**config.mk**
```make
export PLATFORM = sky130hd
export DESIGN_NAME = fifo_frame_reader_flat
export DESIGN_NICKNAME = d
export VERILOG_FILES = /design/src/rtl/fifo_frame_reader_pkg.sv /design/src/rtl/fifo_frame_reader_if.sv /design/src/rtl/fifo_frame_reader_out_stage.sv /design/src/rtl/fifo_frame_reader.sv /design/src/flat_wrapper.sv
export SDC_FILE = /design/constraint.sdc
export NUM_CORES = 1
export LEC_CHECK = 0
export BUFFER_PORTS_ARGS = -buffer_cell sky130_fd_sc_hd__buf_2
export CORE_UTILIZATION = 45
export CTS_CLUSTER_DIAMETER = 150
export DETAILED_ROUTE_END_ITERATION = 8
export PLACE_DENSITY = 0.66
export RECOVER_POWER = 25
export SLEW_MARGIN = 20
export SYNTH_ARGS = -nofsm -noshare
export SYNTH_HDL_FRONTEND = slang
export SYNTH_SLANG_ARGS = --single-unit
```
**constraint.sdc**
```tcl
create_clock -name CLK -period 7.4 [get_ports CLK]
set_input_delay 0.37 -clock CLK [delete_from_list [all_inputs] [get_ports CLK]]
set_output_delay 0.37 -clock CLK [all_outputs]
set_load 0.01 [all_outputs]
```
**src/rtl/fifo_frame_reader_pkg.sv**
```systemverilog
// Shared types, field layout and word builders for the FIFO frame reader.
// Header/footer words occupy the low 64 bits of the stream word.
package fifo_frame_pkg;

    typedef enum logic [1:0] {
        StIdle,
        StHeader,
        StPayload,
        StFooter
    } state_e;

    typedef logic [15:0] frame_no_t;
    typedef logic [15:0] count_t;
    typedef logic [31:0] sum_t;

    localparam logic [7:0] HDR_MARK = 8'hAA;
    localparam logic [7:0] FTR_MARK = 8'h55;

    localparam int unsigned MARK_MSB  = 63;
    localparam int unsigned MARK_LSB  = 56;
    localparam int unsigned FIELD_MSB = 55;
    localparam int unsigned FIELD_LSB = 40;
    localparam int unsigned SUM_MSB   = 31;
    localparam int unsigned SUM_LSB   = 0;

    function automatic logic [63:0] make_header(input frame_no_t frame_no);
        logic [63:0] w;
        w = '0;
        w[MARK_MSB:MARK_LSB]   = HDR_MARK;
        w[FIELD_MSB:FIELD_LSB] = frame_no;
        return w;
    endfunction

    function automatic logic [63:0] make_footer(input count_t cnt, input sum_t sum);
        logic [63:0] w;
        w = '0;
        w[MARK_MSB:MARK_LSB]   = FTR_MARK;
        w[FIELD_MSB:FIELD_LSB] = cnt;
        w[SUM_MSB:SUM_LSB]     = sum;
        return w;
    endfunction

endpackage

```
**src/rtl/fifo_frame_reader_if.sv**
```systemverilog
// FIFO read port plus outgoing AXI4-Stream-style channel of the frame reader.
// master = the reader, slave = FIFO/downstream side.
interface fifo_frame_reader_if #(
    parameter int unsigned WIDTH = 64
);
    logic [WIDTH-1:0] FIFO_DOUT;
    logic             FIFO_NOT_EMPTY;
    logic             FIFO_RE;
    logic [WIDTH-1:0] M_TDATA;
    logic             M_TVALID;
    logic             M_TLAST;
    logic             M_TREADY;

    modport master (
        input  FIFO_DOUT,
        input  FIFO_NOT_EMPTY,
        input  M_TREADY,
        output FIFO_RE,
        output M_TDATA,
        output M_TVALID,
        output M_TLAST
    );

    modport slave (
        output FIFO_DOUT,
        output FIFO_NOT_EMPTY,
        output M_TREADY,
        input  FIFO_RE,
        input  M_TDATA,
        input  M_TVALID,
        input  M_TLAST
    );
endinterface

```
**src/rtl/fifo_frame_reader_out_stage.sv**
```systemverilog
// Single-entry valid/ready holding register driving the stream outputs.
// The caller only asserts load_i when the slot is empty or being drained.
module frame_out_stage #(
    parameter int unsigned WIDTH = 64
) (
    input  logic             clk_i,
    input  logic             rst_i,
    input  logic             load_i,
    input  logic [WIDTH-1:0] data_i,
    input  logic             last_i,
    input  logic             tready_i,
    output logic [WIDTH-1:0] tdata_o,
    output logic             tvalid_o,
    output logic             tlast_o
);

    logic [WIDTH-1:0] data_q, data_d;
    logic             valid_q, valid_d;
    logic             last_q, last_d;

    always_comb begin
        data_d  = data_q;
        valid_d = valid_q;
        last_d  = last_q;
        if (load_i) begin
            data_d  = data_i;
            valid_d = 1'b1;
            last_d  = last_i;
        end else if (tready_i) begin
            valid_d = 1'b0;
            last_d  = 1'b0;
        end
    end

    always_ff @(posedge clk_i or posedge rst_i) begin
        if (rst_i) begin
            data_q  <= '0;
            valid_q <= 1'b0;
            last_q  <= 1'b0;
        end else begin
            data_q  <= data_d;
            valid_q <= valid_d;
            last_q  <= last_d;
        end
    end

    assign tdata_o  = data_q;
    assign tvalid_o = valid_q;
    assign tlast_o  = last_q;

endmodule

```
**src/rtl/fifo_frame_reader.sv**
```systemverilog
// Drains the threshold FIFO into framed stream packets: header, up to FRAME_LEN
// payload words, footer carrying word count and 32-bit checksum.
module fifo_frame_reader
    import fifo_frame_pkg::*;
#(
    parameter int unsigned WIDTH     = 64,
    parameter int unsigned FRAME_LEN = 16,
    parameter int unsigned TIMEOUT   = 256
) (
    input  logic                CLK,
    input  logic                RESET,
    input  logic                ENABLE,
    fifo_frame_reader_if.master bus,
    output logic                BUSY,
    output frame_no_t           FRAME_NO
);

    localparam count_t      FrameLen  = count_t'(FRAME_LEN);
    localparam logic [31:0] Timeout   = TIMEOUT;
    localparam bit          TimeoutEn = (TIMEOUT != 0);

    state_e      state_q, state_d;
    frame_no_t   frame_no_q, frame_no_d;
    count_t      cnt_q, cnt_d;
    sum_t        sum_q, sum_d;
    logic [31:0] idle_q, idle_d;

    logic             slot_free;
    logic             in_payload;
    logic             close;
    logic             pop;
    logic             handshake;
    logic             load;
    logic             load_last;
    logic [WIDTH-1:0] load_data;

    always_comb begin
        handshake  = bus.M_TVALID & bus.M_TREADY;
        slot_free  = ~bus.M_TVALID | bus.M_TREADY;
        in_payload = (state_q == StPayload);
        // Close wins over a pop so the footer never races a fresh payload word.
        close = in_payload & slot_free &
                ((cnt_q == FrameLen) |
                 (TimeoutEn & (idle_q == Timeout) & (cnt_q != '0)));
        pop   = in_payload & bus.FIFO_NOT_EMPTY & slot_free &
                (cnt_q < FrameLen) & ~close;
    end

    assign bus.FIFO_RE = pop;

    always_comb begin
        state_d    = state_q;
        frame_no_d = frame_no_q;
        cnt_d      = cnt_q;
        sum_d      = sum_q;
        idle_d     = idle_q;
        load       = 1'b0;
        load_last  = 1'b0;
        load_data  = '0;

        unique case (state_q)
            StIdle: begin
                if (ENABLE && bus.FIFO_NOT_EMPTY) begin
                    load            = 1'b1;
                    load_data[63:0] = make_header(frame_no_q);
                    state_d         = StHeader;
                end
            end
            StHeader: begin
                if (handshake) begin
                    state_d = StPayload;
                end
            end
            StPayload: begin
                if (close) begin
                    load            = 1'b1;
                    load_last       = 1'b1;
                    load_data[63:0] = make_footer(cnt_q, sum_q);
                    state_d         = StFooter;
                end else if (pop) begin
                    load      = 1'b1;
                    load_data = bus.FIFO_DOUT;
                    cnt_d     = cnt_q + count_t'(1);
                    sum_d     = sum_q + bus.FIFO_DOUT[31:0];
                    idle_d    = '0;
                end else if (idle_q != Timeout) begin
                    idle_d = idle_q + 32'd1;
                end
            end
            StFooter: begin
                if (handshake) begin
                    state_d    = StIdle;
                    frame_no_d = frame_no_q + 16'd1;
                    cnt_d      = '0;
                    sum_d      = '0;
                    idle_d     = '0;
                end
            end
            default: state_d = StIdle;
        endcase
    end

    always_ff @(posedge CLK or posedge RESET) begin
        if (RESET) begin
            state_q    <= StIdle;
            frame_no_q <= '0;
            cnt_q      <= '0;
            sum_q      <= '0;
            idle_q     <= '0;
        end else begin
            state_q    <= state_d;
            frame_no_q <= frame_no_d;
            cnt_q      <= cnt_d;
            sum_q      <= sum_d;
            idle_q     <= idle_d;
        end
    end

    frame_out_stage #(
        .WIDTH(WIDTH)
    ) u_out_stage (
        .clk_i   (CLK),
        .rst_i   (RESET),
        .load_i  (load),
        .data_i  (load_data),
        .last_i  (load_last),
        .tready_i(bus.M_TREADY),
        .tdata_o (bus.M_TDATA),
        .tvalid_o(bus.M_TVALID),
        .tlast_o (bus.M_TLAST)
    );

    assign BUSY     = (state_q != StIdle);
    assign FRAME_NO = frame_no_q;

endmodule

```
**src/flat_wrapper.sv**
```systemverilog
// flat-port wrapper written by rule: the top's interface ports become plain ports
module fifo_frame_reader_flat import fifo_frame_pkg::*;
#(
    parameter int unsigned WIDTH     = 64,
    parameter int unsigned FRAME_LEN = 16,
    parameter int unsigned TIMEOUT   = 256
)
  (CLK, RESET, ENABLE, BUSY, FRAME_NO, bus_FIFO_DOUT, bus_FIFO_NOT_EMPTY, bus_M_TREADY, bus_FIFO_RE, bus_M_TDATA, bus_M_TVALID, bus_M_TLAST);
  fifo_frame_reader_if #(.WIDTH(WIDTH)) bus_i ();
  input  logic CLK;
  input  logic RESET;
  input  logic ENABLE;
  output logic BUSY;
  output frame_no_t FRAME_NO;
  input wire logic [$bits(bus_i.FIFO_DOUT)-1:0] bus_FIFO_DOUT;
  input wire logic [$bits(bus_i.FIFO_NOT_EMPTY)-1:0] bus_FIFO_NOT_EMPTY;
  input wire logic [$bits(bus_i.M_TREADY)-1:0] bus_M_TREADY;
  output wire logic [$bits(bus_i.FIFO_RE)-1:0] bus_FIFO_RE;
  output wire logic [$bits(bus_i.M_TDATA)-1:0] bus_M_TDATA;
  output wire logic [$bits(bus_i.M_TVALID)-1:0] bus_M_TVALID;
  output wire logic [$bits(bus_i.M_TLAST)-1:0] bus_M_TLAST;
  assign bus_i.FIFO_DOUT = bus_FIFO_DOUT;
  assign bus_i.FIFO_NOT_EMPTY = bus_FIFO_NOT_EMPTY;
  assign bus_i.M_TREADY = bus_M_TREADY;
  assign bus_FIFO_RE = bus_i.FIFO_RE;
  assign bus_M_TDATA = bus_i.M_TDATA;
  assign bus_M_TVALID = bus_i.M_TVALID;
  assign bus_M_TLAST = bus_i.M_TLAST;
  fifo_frame_reader #(.WIDTH(WIDTH), .FRAME_LEN(FRAME_LEN), .TIMEOUT(TIMEOUT)) u_core (.CLK(CLK), .RESET(RESET), .ENABLE(ENABLE), .bus(bus_i), .BUSY(BUSY), .FRAME_NO(FRAME_NO));
endmodule
```
==> metrics.md, run 1 <==
| Metric | Value |
|---|---|
| Hold Path Class | in2reg |
| Diodes inserted | 0 |
| Tmin final | between 4000 and 5000 ps |
| Worst Path Required | 7720 ps |
| Adder-Cell Fraction of Synth Area | ~6% |
| Mapped Nets | 1,038 |
| RSZ-0062 raised after global routing | no |
| # DRC | 0 |
| Top cells by area, synth | dfrtp_1 (46%), ha_1 (5.8%), a221o_1 (4.5%) |
| Max IR drop VDD | between 200 and 250 µV |
| TritonCTS buffer count | 17 |
| DP HPWL | about 16,000 µm |
| Dominant cell type by area after synthesis | dfrtp_1 |
| Synth Area in Simple Gates | between 10% and 20% |
| Die Footprint | 20,290 µm² |
| Pin count of the biggest net entering global routing | 65 |
| Num rows | a little over 50 |
| R2r setup slk | just under 3000 ps |
| Worst setup startpoint | u_core.cnt_q[12] |
| Fmax | between 200 and 250 MHz |
| Placed instance area | approximately 10000 µm² |
| DRT Pass-1 Iters | 5 |
| First-pass GRT wire length | roughly 38,000 µm |
| Setup crit end | u_core.sum_q[28] |
| Most frequent cells in the layout | dfrtp_1 (164), buf_2 (152), nand2_1 (89) |
| Slowest cell on crit path | a21boi_4 |
| Core footprint | ~19,000 µm² |
| Final net count | 1,170 |
| Failing checks | max-capacitance violations, max-slew violations |
| Crit path cell chain | or4_4 > nor3_4 > and4_1 > a21boi_4 > buf_4 > o21ba_2 > nand2_1 > o311ai_0 |
| Root Driver | clkbuf_16 |
| Slew Limit Fails | 113 |
| Initial core utilization | a little under half |
| Worst r2r src | u_core.cnt_q[12] |
| Clk slew on worst S/H paths | 70 ps |
| Synth Instances | between 900 and 1k |
| GR Util All Layers | 23.85% |
| H-tree depth | 4 |
| Worst relative slew slack | -96.97% |
| DRT iter0 DRCs | around 500 |
| Yosys warnings | 0 |
| # hold bufs at CTS | 0 |
| PostCTS Resize Cnt | 0 |
| Worst-Skew Late Latency | about 440 ps |
| Top delay family on crit path | simple AND/OR/NAND/NOR gates |
| Vias in the first global route | 7,324 |
| Port Buf Inserts | 152 |
| Post-synth EDFFs | 0 |
| Seq/Total Area, Yosys | between 40 and 50% |
| Critical Path End Type | flip-flop |
| Worst Path Class, Setup | reg2reg |
| Largest family of logic cells by synthesized area | compound AO/OA/AOI/OAI gates |
| Final setup TNS | 0 ps |
| RR Endpoint | u_core.sum_q[28] |
| Most used DFF post-synth | dfrtp_1 |
| Endpoints failing setup | 0 |
| Leak pwr | a little over 5 nW |
| Status | finished, violations left |
| Longest Clk Path Bufs | 2 |
| Layout cells sized above 1 | 20.06% |
| Final GP Congestion | approximately 0.87 |
| Netlist Area Pre-Place | 8877 µm² |
| Critical path arrival | 4740 ps |
| Startpoint Class | flip-flop |
| Share of the synthesized area in the top cell type | a little under half |
| Synth Area in Compound Gates | 19.84% |
| Crit path depth | 8 |
| CTS tree | built |
| Slew @ Worst Pin | about 2900 ps |
| Fraction of registers with async set/reset | between 90% and 100% |
| Fin Clk Skew | 10.56 ps |
| Routed wire length | 23,060 µm |
| Worst-path fanout max | 38 |
| Pwr/cell area | 374.5 nW/µm² |
| Mux cell area share after synthesis | less than 1% |
| Yosys cell types | 58 |
| Post-route insts no fill | ~1.3k |
| Register bit count reported by yosys | ~160 |
| Vias | around 7.6k |
| WL/cell | between 15 and 20 µm |
| Final hold vios | 0 |
| Synth Area in XOR/XNOR | 4.834% |
| Dpl cells | approximately 1.3k |
| R2R cell count | 8 |
| Synthesized area per cell | 9.576 µm² |
| Ports | roughly 150 |
| Vias per cell | 5.666 |
| Post-DRT Antenna Nets | 0 |
| Die span in y | approximately 140 µm |
| Non-Filler Cell Area, Final | about 10,000 µm² |
| Max Cap Viol | 2 |
| Clock Sinks | 164 |
| Buf/Inv on CP | 1 |
| Finished Core Util | ~54% |
| Commonest non-fill, non-tap cell in the layout | dfrtp_1 |
| Initial antenna violation count | 0 |
| Worst path max stage delay | 780 ps |
| Area growth from synthesis to layout | 17.93% |
| Final worst-path cycle share | roughly three fifths |
| Die Span X | 142.5 µm |
| Post-CTS Setup Bufs | 0 |
| GR Overflow Total | 0 |
## report_power, final
group / switching [mW] / internal [mW] / total (mW)
Clock: 0.429 / 0.453 / 0.882
Sequential: 0.199 / 1.16 / 1.36
Combinational: 0.981 / 0.701 / 1.68
## per-stage QoR
stage                     power [mW]  hold WS, ps  worst slack (ps)
after global placement         3.020        480.2              3101
final                          3.920        159.0              2981
after floorplan                2.537        458.2              2597
after detailed placement       3.045        476.6              2956
after global routing           4.218        142.8              2418
after CTS                      3.944        38.40              2933
## worst reg2reg max path: stages, from the launching register on
cell,delay (ps)
dfrtp_1,430
or4_4,580
nor3_4,220
and4_1,430
a21boi_4,790
buf_4,550
o21ba_2,340
nand2_1,490
o311ai_0,490
## state kept, by name (all words and copies together), names as in the netlist
register and count:
u_core.sum_q 32, u_core.idle_q 32, u_core.u_out_stage.tvalid_o 1, u_core.cnt_q 16, u_core.state_q 2, u_core.u_out_stage.tlast_o 1
u_core.u_out_stage.tdata_o 64, u_core.FRAME_NO 16
## cell type report
class	instances	area, µm²
multi-input combinational	690	4529
clock buffer	17	425.4
timing repair buffer	161	824.5
clock inverter	15	158.9
tap	265	331.6
sequential	164	4104
fill	1839	8930
inverter	25	95.09
## how the worst min path moves through the flow
stage	startpoint	endpoint	slack [ps]	depth (start not counted)
after floorplan	u_core.idle_q[31]	u_core.idle_q[31]	460	1
after global placement	u_core.u_out_stage.tdata_o[39]	u_core.u_out_stage.tdata_o[39]	480	1
after detailed placement	u_core.u_out_stage.tdata_o[38]	u_core.u_out_stage.tdata_o[38]	480	1
after CTS	RESET	u_core.u_out_stage.tdata_o[23]	40	2
after global routing	bus_FIFO_DOUT[35]	u_core.u_out_stage.tdata_o[35]	140	2
final	bus_FIFO_DOUT[33]	u_core.u_out_stage.tdata_o[33]	160	2
## layer usage
layer	track usage, %	share of wire (%)	up-vias
met2	37.51	47	157
met3	3.937	3.9	31
met1	33.12	48	3697
li1	-	-	3691
met4	8.546	1.5	0
met5	0	0	-
## synthesized netlist by cell type, drive strengths merged, types with 7 or more instances
| cell type | number |
|---|---|
| dfrtp | 164 |
| nand2 | 89 |
| o21ai | 73 |
| nor2 | 67 |
| nand3 | 61 |
| and3 | 49 |
| clkbuf | 45 |
| a21oi | 41 |
| ha | 41 |
| a221o | 40 |
| xnor2 | 28 |
| inv | 25 |
| xor2 | 21 |
| nand4 | 17 |
| a22oi | 14 |
| nor3 | 14 |
| o31ai | 13 |
| a21o | 12 |
| a22o | 12 |
| a31oi | 12 |
| nand2b | 7 |
| nor4 | 7 |
## cell families after synthesis
kind of cell             count (synthesis)
AO/OA/AOI/OAI                          253
AND/OR/NAND/NOR                        344
buffers and inverters                   73
multiplexers                             2
flip-flops                             164
XOR/XNOR                                49
adder cells (fa/ha/maj)                 42
(Power assumes the default switching activity.)
==> inputs of run 2 (changes only) <==
--- a/config.mk
+++ b/config.mk
@@ -5,11 +5,12 @@
 export SDC_FILE = /design/constraint.sdc
 export NUM_CORES = 1
 export LEC_CHECK = 0
+export ABC_AREA = 1
 export BUFFER_PORTS_ARGS = -buffer_cell sky130_fd_sc_hd__buf_2
 export CORE_UTILIZATION = 45
 export CTS_CLUSTER_DIAMETER = 150
 export DETAILED_ROUTE_END_ITERATION = 8
-export PLACE_DENSITY = 0.66
+export PLACE_DENSITY = 0.68
 export RECOVER_POWER = 25
 export SLEW_MARGIN = 20
 export SYNTH_ARGS = -nofsm -noshare
==> constraint.sdc (replaced) <==
create_clock -name CLK -period 3.5 [get_ports CLK]
set_input_delay 0.175 -clock CLK [delete_from_list [all_inputs] [get_ports CLK]]
set_output_delay 0.175 -clock CLK [all_outputs]
set_load 0.01 [all_outputs]
==> metrics.md, run 2 <==
| Metric | Value |
|---|---|
| TritonCTS buffer count | 17 (unchanged) |
| Fillcell total | 2,241 (+22%) |
| Area growth from synthesis to layout | 20.01% |
| Slowest cell on crit path | inv_2 |
| Num rows | 55 (+7.8%) |
| Fmax | approximately 340 MHz |
| Slew Limit Fails | 0 (-100%) |
| Final GP Congestion | 0.9457 (+8.3%) |
| Tmin final | between 2000 and 3000 ps |
| Final net count | 1,837 (+57%) |
| Core footprint | 22,780 µm² (+17%) |
| H-tree depth | 4 (unchanged) |
| Die span in y | 154.9 µm (+8.7%) |
| Layout cells sized above 1 | 9.551% (-11 points) |
| Max IR drop VDD | 374.7 µV (+73%) |
| Most frequent cells in the layout | nand2_1 (541), nand3_1 (219), dfrtp_1 (164) |
| Pin count of the biggest net entering global routing | 57 (-12%) |
| Vias in the first global route | 10.13k (+38%) |
| # DRC | 0 (unchanged) |
| Post-synth EDFFs | 0 (unchanged) |
| Die Span X | 154.9 µm (+8.7%) |
| Dominant cell type by area after synthesis | dfrtp_1 |
| Hold Path Class | in2reg |
| Worst-path fanout max | 31 (-18%) |
| Setup ws final | 544.1 ps (-2437 ps) |
| Flip-flop and latch area | 4104 µm² (unchanged) |
| Most instantiated library cell after synthesis | nand2_1 |
| Netlist Area Pre-Place | 10,520 µm² (+18%) |
| Max Cap Viol | 0 (-2) |
| Most used DFF post-synth | dfrtp_1 |
| Worst Path Required | 3320 ps (-4400 ps) |
| Area of the multi-input gates | 5583 µm² (+23%) |
| Vias | 10.51k (+39%) |
| Critical Path End Type | primary output |
| Initial core utilization | 46.17% (+0.41 points) |
| Status | finished, final reports clean |
| WL/cell | 14.76 µm (-14%) |
| Die Footprint | 23,980 µm² (+18%) |
| Port Buf Inserts | 152 (unchanged) |
| Clk slew on worst S/H paths | 70 ps (about the same) |
| DRT Pass-1 Iters | 6 (+1) |
| Fin Clk Skew | 14.63 ps (+4.063 ps) |
| Worst path max stage delay | 520 ps (-260 ps) |
| Root Driver | clkbuf_16 |
| Ports | 153 (unchanged) |
| Sequential share of power | 34.2% (-0.4 points) |
| Pre-CTS WS | 774.7 ps (-2181 ps) |
| Clock Sinks | 164 (unchanged) |
| Longest Clk Path Bufs | 2 (unchanged) |
| Crit path top cell by count | inv_2 |
| Max FFs per register | 64 (unchanged) |
| Commonest non-fill, non-tap cell in the layout | nand2_1 |
| Startpoint Class | flip-flop |
| GR Util All Layers | 26.50% (+2.6 points) |
| Yosys cell types | 38 (-34%) |
| Share of the synthesized area in the top cell type | 39.02% (-7.2 points) |
| CTS tree | built |
| Worst-Skew Late Latency | 440 ps (about the same) |
| Critical path arrival | 2780 ps (-1960 ps) |
| Synth Instances | 1,529 (+65%) |
| Combinational power share | 44.0% (+1.1 points) |
| Yosys warnings | 0 (unchanged) |
| Seq/Total Area, Yosys | 39.02% (-7.2 points) |
| First-pass GRT wire length | 50,340 µm (+33%) |
| DP HPWL | 22,220 µm (+42%) |
| Crit path cell chain | inv_1 > ha_1 > inv_2 > a21oi_4 > nand2_2 > nor2_8 > nand3_4 > inv_2 > buf_2 |
| DRT iter0 DRCs | 780 (+55%) |
| Register bit count reported by yosys | 164 (unchanged) |
| Synthesized area per cell | 6.878 µm² (-28%) |
| Final worst-path cycle share | 84.45% |
| Leak pwr | 6.661 nW (+30%) |
| Synth cell count leaders | nand2_1 (541), nand3_1 (219), dfrtp_1 (164), inv_1 (159), nor2_1 (139) |
| Psw | 3.727 mW (+130%) |
| Slew @ Worst Pin | 1384 ps (-1554 ps) |
| Post-DRT Antenna Nets | 0 (unchanged) |
| Int Pwr | 4.654 mW (+100%) |
| Pwr/cell area | 664.0 nW/µm² (+77%) |
| Initial antenna violation count | 0 (unchanged) |
| Top cells by area, synth | dfrtp_1 (39%), nand2_1 (19%), nand3_1 (10%) |
| RSZ-0062 raised after global routing | no |
| GR Overflow Total | 0 (unchanged) |
| Final setup TNS | 0 ps (unchanged) |
| Sw frac | 44.47% (+3.4 points) |
| Vias per cell | 5.122 (-9.6%) |
| Endpoints failing setup | 0 (unchanged) |
| Fraction of registers with async set/reset | 100.0% (unchanged) |
| Finished Core Util | 55.41% (+1.4 points) |
| Mapped Nets | 1,640 (+58%) |
| Worst relative slew slack | 7.713% (+100 points) |
| Final hold vios | 0 (unchanged) |
| Worst Path Class, Setup | reg2out |
| Routed wire length | 30,280 µm (+31%) |
| Post-CTS Setup Bufs | 0 (unchanged) |
| Diodes inserted | 0 (unchanged) |
| Clock share of power | 21.7% (-0.8 points) |
run 2: changes by cell type in the layout (fill, tap and decap cells not counted), moves of 51 or more:
| cell | change |
|---|---|
| clkbuf_1 | +51 |
| dlygate4sd3_1 | +57 |
| inv_1 | +133 |
| nand2_1 | +452 |
| nand3_1 | +159 |
| nor2_1 | +73 |
run 2: cell type report:
cell class / count / share of cell area [%]
clock buffer: 18 / 3.400
clock inverter: 13 / 0.9616
inverter: 162 / 4.828
multi-input combinational: 1156 / 44.23
sequential: 164 / 32.52
tap: 313 / 3.103
timing repair buffer: 225 / 10.95
run 2: final timing paths:
kind	from	end	depth (start not counted)	slack, ps
worst max-delay path	u_core.state_q[0]	bus_FIFO_RE	9	540
worst min-delay path	bus_FIFO_DOUT[8]	u_core.u_out_stage.tdata_o[8]	3	20
worst max register to register	u_core.state_q[0]	u_core.u_out_stage.tdata_o[30]	12	760
worst min register to register	u_core.u_out_stage.tdata_o[38]	u_core.u_out_stage.tdata_o[38]	2	480
max in group asynchronous	RESET	u_core.sum_q[19]	4	1310
min in group asynchronous	RESET	u_core.FRAME_NO[10]	3	450
run 2: worst max-delay path: cells and delay by family (launching register included):
kind | cells | cell delay [ps]
and+or+nand+nor | 3 | 520
AOI/OAI and AO/OA | 1 | 140
buffers and inverters | 4 | 990
adders and majority gates | 1 | 270
DFF | 1 | 410
run 2: logic make-up (layout without fill, tap and decap cells):
| kind of cell | count (synthesis) | in the layout | synth area share, % |
|---|---|---|---|
| simple gates | 968 | 968 | 39.16 |
| buf+inv | 209 | 418 | 7.971 |
| compound gates | 105 | 105 | 5.342 |
| mux | 1 | 1 | 0.1071 |
| fa+ha+maj | 42 | 42 | 5.068 |
| xor+xnor | 40 | 40 | 3.331 |
| flops | 164 | 164 | 39.02 |
run 2: per-layer routing:
| metal | wire, µm | GRT usage [%] | vias up |
|---|---|---|---|
| li1 | - | - | 5287 |
| met1 | 13980 | 34.80 | 4893 |
| met2 | 14200 | 44.12 | 274 |
| met3 | 1371 | 4.178 | 51 |
| met4 | 732 | 9.712 | 0 |
| met5 | 0 | 0 | - |
run 2: power by group through the flow:
stage | registers, mW | clock network, mW | logic (mW)
finish | 2.87 | 1.82 | 3.69
global route | 2.94 | 1.92 | 4.18
CTS | 2.86 | 1.85 | 3.75
detailed placement | 2.88 | 0 | 3.69
global placement | 2.87 | 0 | 3.63
floorplan | 2.97 | 0 | 2.44
run 2: metrics by stage:
step                      cell area [µm²]  power (mW)  cells  hold WS, ps
after detailed placement            11570       6.572   1963        244.9
after floorplan                     10520       5.408   1529        291.7
after global placement              11570       6.499   1963        237.0
after global routing                12620       9.042   2051        27.02
after CTS                           12680       8.454   2050        4.392
final                               12620       8.380   2051        21.88
run 2: what timing repair did:
action                     in CTS  in global routing
setup endpoints to repair       0                  0
hold buffers                   56                  1
gates resized for setup         0                  0
hold endpoints to repair       74                  1
==> inputs of run 3 (changes only) <==
--- a/config.mk
+++ b/config.mk
@@ -5,12 +5,12 @@
 export SDC_FILE = /design/constraint.sdc
 export NUM_CORES = 1
 export LEC_CHECK = 0
-export ABC_AREA = 1
+export ABC_AREA = 0
 export BUFFER_PORTS_ARGS = -buffer_cell sky130_fd_sc_hd__buf_2
 export CORE_UTILIZATION = 45
 export CTS_CLUSTER_DIAMETER = 150
 export DETAILED_ROUTE_END_ITERATION = 8
-export PLACE_DENSITY = 0.68
+export PLACE_DENSITY = 0.69
 export RECOVER_POWER = 25
 export SLEW_MARGIN = 20
 export SYNTH_ARGS = -nofsm -noshare
==> constraint.sdc (replaced) <==
create_clock -name CLK -period 2.5 [get_ports CLK]
set_input_delay 0.125 -clock CLK [delete_from_list [all_inputs] [get_ports CLK]]
set_output_delay 0.125 -clock CLK [all_outputs]
set_load 0.01 [all_outputs]
==> metrics.md, run 3 (synthesis results as in run 1) <==
| Metric | Value |
|---|---|
| Status | finished, violations left |
| Failing checks | max-capacitance violations, max-slew violations, negative setup slack |
| Initial antenna violation count | 0 (unchanged) |
| Placed instance area | 11,050 µm² (-4.5%) |
| Max IR drop VDD | 723.2 µV (+93%) |
| Core footprint | 19,400 µm² (-15%) |
| Post-route insts no fill | 1,614 (-21%) |
| Die Span X | 142.5 µm (-8.0%) |
| Layout cells sized above 1 | 46.26% (+37 points) |
| Tmin final | approximately 2800 ps |
| Pin count of the biggest net entering global routing | 132 (+130%) |
| Hold Path Class | in2reg |
| Diodes inserted | 0 (unchanged) |
| H-tree depth | 4 (unchanged) |
| Final hold vios | 0 (unchanged) |
| Fin Clk Skew | 9.160 ps (-5.466 ps) |
| GR Util All Layers | 27.86% (+1.4 points) |
| Critical path arrival | 3150 ps (+370 ps) |
| # DRC | 0 (unchanged) |
| Area growth from synthesis to layout | 60.56% |
| Slew Limit Fails | 166 (+166) |
| Dpl cells | 1,439 (-27%) |
| Startpoint Class | flip-flop |
| Endpoints failing setup | 126 (+126) |
| Num rows | 51 (-7.3%) |
| Vias per cell | 5.939 (+16%) |
| Vias | 9,585 (-8.8%) |
| Setup ws final | -330.8 ps (-875.0 ps) |
| Power, Total | 16.07 mW (+92%) |
| Critical Path End Type | flip-flop |
| Most frequent cells in the layout | dfrtp_1 (164), buf_4 (154), buf_2 (149) |
| Max FFs per register | 64 (unchanged) |
| Ports | 153 (unchanged) |
| Die Footprint | 20,290 µm² (-15%) |
| Vias in the first global route | 8,905 (-12%) |
| Int Pwr | 9.472 mW (+100%) |
| WL/cell | 20.11 µm (+36%) |
| Non-Filler Cell Area, Final | 14,250 µm² (+13%) |
| Slew @ Worst Pin | 1858 ps (+473.3 ps) |
| Longest Clk Path Bufs | 2 (unchanged) |
| Leak pwr | 6.852 nW (+2.9%) |
| Routed wire length | 32,450 µm (+7.2%) |
| Die span in y | 142.5 µm (-8.0%) |
| Post-DRT Antenna Nets | 0 (unchanged) |
| Root Driver | clkbuf_16 |
| DRT iter0 DRCs | 880 (+13%) |
| Hold slack | 20.08 ps (-1.797 ps) |
| First-pass GRT wire length | 44,330 µm (-12%) |
| Worst Path Class, Setup | reg2reg |
| Sw frac | 41.07% (-3.4 points) |
| Combinational power share | 59.2% (+15 points) |
| RSZ-0062 raised after global routing | yes |
| Port Buf Inserts | 152 (unchanged) |
| Worst-Skew Late Latency | 440 ps (about the same) |
| Worst relative slew slack | -23.84% (-32 points) |
| Final GP Congestion | 0.8875 (-6.2%) |
| Worst Path Required | 2820 ps (-500 ps) |
| TritonCTS buffer count | 17 (unchanged) |
| Commonest non-fill, non-tap cell in the layout | dfrtp_1 |
| Final net count | 1,447 (-21%) |
| Sequential share of power | 24.9% (-9.3 points) |
| Worst-path fanout max | 4 (-87%) |
| Final worst-path cycle share | 113.2% |
| Max Cap Viol | 2 (+2) |
| Pwr/cell area | 1128 nW/µm² (+70%) |
| Initial core utilization | 45.76% (-0.41 points) |
| Clock Sinks | 164 (unchanged) |
| DRT Pass-1 Iters | 5 (-1) |
| Clk slew on worst S/H paths | 70 ps (about the same) |
| CTS tree | built |
| DP HPWL | 17,440 µm (-22%) |
| Fmax | 353.3 MHz |
| Psw | 6.602 mW (+77%) |
| Clock share of power | 15.8% (-5.9 points) |
| GR Overflow Total | 0 (unchanged) |
## run 3: final timing paths
check | start | to | slack, ps | depth (start not counted)
max in group asynchronous | RESET | u_core.sum_q[30] | 380 | 4
min in group asynchronous | RESET | u_core.u_out_stage.tdata_o[1] | 930 | 4
min reg2reg | u_core.u_out_stage.tdata_o[39] | u_core.u_out_stage.tdata_o[39] | 500 | 1
max | u_core.sum_q[8] | u_core.sum_q[31] | -330 | 11
max reg2reg | u_core.sum_q[8] | u_core.sum_q[31] | -330 | 11
min | bus_FIFO_DOUT[10] | u_core.u_out_stage.tdata_o[10] | 20 | 2
## run 3: critical path, stage by stage (launching register included)
cell and delay [ps]:
dfrtp_1 420, ha_4 240, a211oi_1 280, nor2_1 110, or3_1 380, o211ai_1 280, a21o_1 200, nand3_2 100
a211oi_2 250, xnor2_1 190, o21ai_1 90, a22o_1 180
## run 3: timing repair
item,in CTS,in global routing
hold endpoints to repair,223,0
resized for setup,149,234
hold buffers,60,0
cloned,7,6
endpoints found under the setup margin,123,142
setup buffers,49,41
pin swaps,56,104
## run 3: area by class of cell
class | count | area [µm²]
Clock inverter | 13 | 113.9
Inverter | 25 | 95.09
Tap cell | 265 | 331.6
Clock buffer | 19 | 442.9
Fill cell | 1231 | 5145
Multi-Input combinational cell | 692 | 5690
Sequential cell | 164 | 4104
Timing Repair Buffer | 436 | 3476
## run 3: layer usage
layer	global-route usage [%]	part of all wire [%]
met1	35.54	39
met2	47.70	51
met3	4.542	5.7
met4	9.847	4.2
met5	0	0
## run 3: metrics by stage
| stage | util [%] | worst slack [ps] | TNS [ps] |
|---|---|---|---|
| 4_1_cts | 68.28 | -210.0 | -4357 |
| 3_3_place_gp | 56.95 | -220.7 | -10250 |
| 6_report | 73.48 | -330.8 | -15040 |
| 3_5_place_dp | 56.95 | -268.8 | -11020 |
| 5_1_grt | 73.48 | -438.3 | -28540 |
| 2_1_floorplan | - | -135.5 | -1182 |
## run 3: power groups by stage
stage                     Combinational, mW  Clock, mW  Sequential [mW]
after global placement                 6.18          0             3.94
after floorplan                        3.54          0             4.13
after global routing                   10.1       2.66             4.08
final                                  9.52       2.55             4.01
after detailed placement               6.30          0             3.95
after CTS                              7.51       2.54             3.94
